**config.mk**
```make
export PLATFORM = sky130hd
export DESIGN_NAME = seq_detect_param
export DESIGN_NICKNAME = d
export VERILOG_FILES = /design/src/rtl/seq_detect_param.sv
export SDC_FILE = /design/constraint.sdc
export NUM_CORES = 1
export LEC_CHECK = 0
export CAP_MARGIN = 5
export CORE_UTILIZATION = 39
export CTS_CLUSTER_DIAMETER = 100
export CTS_CLUSTER_SIZE = 10
export DETAILED_ROUTE_END_ITERATION = 16
export PLACE_DENSITY = 0.61
export SLEW_MARGIN = 20
export SYNTH_ARGS = -nofsm -noshare
export SYNTH_HDL_FRONTEND = slang
export SYNTH_SLANG_ARGS = --single-unit
```
**constraint.sdc**
```tcl
create_clock -name clk -period 2.89 [get_ports clk]
set_input_delay 0.578 -clock clk [delete_from_list [all_inputs] [get_ports clk]]
set_output_delay 0.578 -clock clk [all_outputs]
set_load 0.02 [all_outputs]
```
**src/rtl/seq_detect_param.sv**
```systemverilog
// Serial bit-pattern detector with a loadable pattern, optional overlap,
// Moore or Mealy match output, and a saturating match counter.
module seq_detect_param #(
    parameter int              PAT_W    = 4,
    parameter logic [PAT_W-1:0] PAT_INIT = PAT_W'(4'b1011),
    parameter int              OVERLAP  = 1,
    parameter int              MEALY    = 0,
    parameter int              CNT_W    = 8
) (
    input  logic             clk,
    input  logic             rst,
    input  logic             in_valid,
    input  logic             x,
    input  logic             pat_load,
    input  logic [PAT_W-1:0] pat_in,
    input  logic             cnt_clr,
    output logic             y,
    output logic [CNT_W-1:0] match_cnt,
    output logic             cnt_sat
);

    localparam int               FILL_W   = $clog2(PAT_W + 1);
    localparam logic [FILL_W-1:0] FILL_MAX = FILL_W'(PAT_W);
    localparam logic [FILL_W-1:0] FILL_THR = FILL_W'(PAT_W - 1);
    localparam logic [CNT_W-1:0]  CNT_ONES = {CNT_W{1'b1}};

    logic [PAT_W-1:0]  pat_q, pat_d;
    // Only the newest PAT_W-1 history bits ever take part in a comparison.
    logic [PAT_W-2:0]  hist_q, hist_d;
    logic [FILL_W-1:0] fill_q, fill_d;
    logic [CNT_W-1:0]  cnt_q, cnt_d;
    logic              y_q, y_d;
    logic [PAT_W-1:0]  cand_s;
    logic              hit_s;

    assign cand_s = {hist_q, x};
    assign hit_s  = in_valid & ~pat_load & (fill_q >= FILL_THR) & (cand_s == pat_q);

    // Next-state logic for pattern, history, fill, counter and Moore output.
    always_comb begin
        pat_d  = pat_q;
        hist_d = hist_q;
        fill_d = fill_q;
        cnt_d  = cnt_q;
        y_d    = hit_s;

        if (pat_load) begin
            pat_d  = pat_in;
            hist_d = {(PAT_W-1){1'b0}};
            fill_d = {FILL_W{1'b0}};
        end else if (in_valid) begin
            hist_d = cand_s[PAT_W-2:0];
            if (hit_s && (OVERLAP == 0)) begin
                fill_d = {FILL_W{1'b0}};
            end else if (fill_q != FILL_MAX) begin
                fill_d = fill_q + FILL_W'(1'b1);
            end else begin
                fill_d = fill_q;
            end
        end else begin
            hist_d = hist_q;
        end

        if (cnt_clr) begin
            cnt_d = {CNT_W{1'b0}};
        end else if (hit_s && (cnt_q != CNT_ONES)) begin
            cnt_d = cnt_q + CNT_W'(1'b1);
        end else begin
            cnt_d = cnt_q;
        end
    end

    // State registers with asynchronous reset.
    always_ff @(posedge clk or posedge rst) begin
        if (rst) begin
            pat_q  <= PAT_INIT;
            hist_q <= {(PAT_W-1){1'b0}};
            fill_q <= {FILL_W{1'b0}};
            cnt_q  <= {CNT_W{1'b0}};
            y_q    <= 1'b0;
        end else begin
            pat_q  <= pat_d;
            hist_q <= hist_d;
            fill_q <= fill_d;
            cnt_q  <= cnt_d;
            y_q    <= y_d;
        end
    end

    assign y         = (MEALY != 0) ? hit_s : y_q;
    assign match_cnt = cnt_q;
    assign cnt_sat   = (cnt_q == CNT_ONES);

endmodule
```
==> results.py <==
metrics = {
    "yosys": {
        "syn_area_um2": 951,
        "yosysTopAreaCell": "dfrtp_1",
        "synth-seq-area-share_pct": 50.4,
        "synth_cell_types": 26,
        "syn_inst": 90,
        "ys_warn_count": 0,
        "synth.area.top_cells": "dfrtp_1 (42%), dfstp_2 (8.3%), ha_1 (5.3%)",
        "synth_async_sr_flop_share_pct": 100,
        "synth-seq-cells": 19,
        "yosysMostFrequentCell": "dfrtp_1",
        "synth_edf_count": 0,
        "synth_nets": 104,
        "synth_common_cells": "dfrtp_1 (16), a21oi_1 (9), nor2_1 (9), o21ai_0 (6)",
        "syn_avg_cell_area_um2": 10.6,
        "ys.flop_type": "dfrtp_1",
        "yosysTopAreaCellShare_pct": 42.1,
    },
    "global_route": {
        "grt_pass1_wl_um": 2950,
        "track_usage_pct": 15.6,
        "grt_max_degree": 20,
        "antenna_found_initial": 0,
        "grt-ovfl-total": 0,
        "grt_pass1_vias": 695,
    },
    "finish": {
        "syn2layout_area_growth_pct": 26.2,
        "fillers": 221,
        "antenna_cells": 0,
        "drive_gt1_share_pct": 14.3,
        "final_cells": 140,
        "nets": 127,
        "postLayoutCellArea_um2": 1200,
    },
    "timing": {
        "finalMaxSlewViolations": 0,
        "setup_viol": 0,
        "finClkSkew_ps": 1.78,
        "hold_viol_final": 0,
        "finalCritPeriodShare_pct": 86.2,
        "final.setup.tns_ps": 0,
        "setup_ws_ps": 398,
        "rsz0062_at_grt": "false",
        "fmax_ghz": 0.401,
        "finalCriticalPeriod_ps": 2490,
        "hold_slack_ps": 548,
        "relSlewSlack_pct": 52.3,
        "worst_pin_slew_ps": 715,
    },
    "routing": {
        "dr.pass1.iters": 4,
        "drc": 0,
        "vias_per_cell": 5.16,
        "routedWlPerCell_um": 12.7,
        "drt_first_iter_violations": 7,
        "vias": 723,
        "drtAntennaViolNets": 0,
        "routed_wl_um": 1780,
    },
    "placement": {
        "gp_congestion": 0.747,
        "pre_cts_ws_ps": 234,
        "port_buffers": 19,
        "hpwl_um": 1280,
        "place_area_um2": 1170,
        "dp.cells": 136,
    },
    "worst_setup_path": {
        "crit_arrival_ps": 1910,
        "path_class": "flip-flop to output port",
        "required_ps": 2310,
        "cp_max_fo": 7,
        "crit_family": "buffers and inverters",
        "path_buf_inv": 1,
        "critPathSlowestCell": "clkdlybuf4s50_1",
        "path_cells": "and4_1 > and4_1 > clkdlybuf4s50_1",
        "end_kind": "output port",
        "worst_path_most_repeated_cell": "and4_1",
        "slowest_delay_ps": 610,
        "reg2reg_slack_ps": 740,
        "cp-start-kind": "flip-flop",
    },
    "clock_tree": {
        "clock-sinks": 19,
        "h-tree-depth": 1,
        "cts-resized-gates": 0,
        "cts_hold_buf": 0,
        "path_clk_slew_ps": 110,
        "worstSkewPairLatency_ps": 290,
        "cts_tree": "built",
        "cts-root-buf": "clkbuf_4",
        "cts_setup_buffers": 0,
        "cts_buffers": 3,
        "cts_max_path_buffers": 2,
    },
    "power": {
        "p_per_area_nw_per_um2": 401,
        "vdd_ir_drop_max_mv": 0.371,
        "p_leak_nw": 0.512,
    },
    "flow_run": {
        "cap_violations": 0,
    },
    "die": {
        "ios": 20,
        "initial_core_util_pct": 42.2,
        "coreArea_um2": 2250,
        "dieHeight_um": 51.4,
        "num_rows": 17,
        "die_x_um": 51.4,
        "die_area_um2": 2640,
    },
    "run_status": {
        "status": "finished, final reports clean",
    },
    "min_path": {
        "hp-class": "flip-flop to flip-flop",
    },
}
worst register-to-register path: cells and delay by family (launching register included):
family             cells  cell delay, ps
and+or+nand+nor        4            1470
AOI/OAI and AO/OA      1             150
DFF                    1             470
placed cells by master, fill, tap and decap left out, drive strengths merged:
| cell | instances |
|---|---|
| clkdlybuf4s50 | 19 |
| dfstp | 3 |
| a21oi | 9 |
| nand2 | 2 |
| a211o | 1 |
| or3 | 7 |
| clkbuf | 3 |
| mux2 | 4 |
| xor2 | 2 |
| ha | 4 |
| mux2i | 4 |
| o21ai | 6 |
| o31ai | 1 |
| inv | 6 |
| clkinv | 1 |
| buf | 2 |
| dfrtp | 16 |
| or4 | 1 |
| nor2 | 9 |
| nand4 | 2 |
| or2b | 1 |
| xnor2 | 4 |
| and4 | 2 |
| nand3 | 3 |
path summary, 6_finish.rpt:
path                                end          from  cells after the start
max in group asynchronous  match_cnt[1]           rst                      2
setup / recovery                cnt_sat  match_cnt[2]                      3
setup reg to reg           match_cnt[5]  match_cnt[2]                      5
hold reg to reg                pat_q[2]      pat_q[2]                      1
hold / removal                 pat_q[2]      pat_q[2]                      1
min in group asynchronous     fill_q[0]           rst                      2
through the flow:
| stage | utilization, % | power [W] |
|---|---|---|
| 2_1_floorplan | - | 0.000328 |
| 3_3_place_gp | 52.0 | 0.000351 |
| 3_5_place_dp | 52.0 | 0.000352 |
| 4_1_cts | 53.2 | 0.000490 |
| 5_1_grt | 53.2 | 0.000503 |
| 6_report | 53.2 | 0.000481 |
layout make-up:
type	instances	area, µm²	area share (%)
Clock buffer	3	22.5	1.88
Timing Repair Buffer	21	205	17.1
Tap cell	28	35.0	2.92
Multi-Input combinational cell	62	430	35.9
Inverter	6	22.5	1.88
Clock inverter	1	5.00	0.417
Sequential cell	19	479	39.9
kinds of logic after synthesis:
family / synth area share [%]
mux: 8.95
buf+inv: 4.34
xor+xnor: 5.53
compound gates: 9.61
flops: 50.4
fa+ha+maj: 5.26
simple gates: 15.9
routing by layer:
metal	wire length (µm)	GRT usage [%]	share of wire, %	up-vias
li1	-	-	-	361
met1	895	21.3	50	347
met2	814	22.7	46	13
met3	56	3.57	3.1	2
met4	16	8.11	0.90	0
met5	0	0	0	-
where the power goes:
group | total (W) | internal [W] | switching, W | leakage, nW
sequential | 0.000289 | 0.000280 | 0.00000899 | 0.250
combinational | 0.0000574 | 0.0000321 | 0.0000253 | 0.243
clock | 0.000135 | 0.0000515 | 0.0000832 | 0.0177
registers in the layout, summed over array words and instances, names as in the netlist:
name and cells:
match_cnt 8, fill_q 3, pat_q 4, hist_q 3, y 1
(Power assumes the default switching activity.)
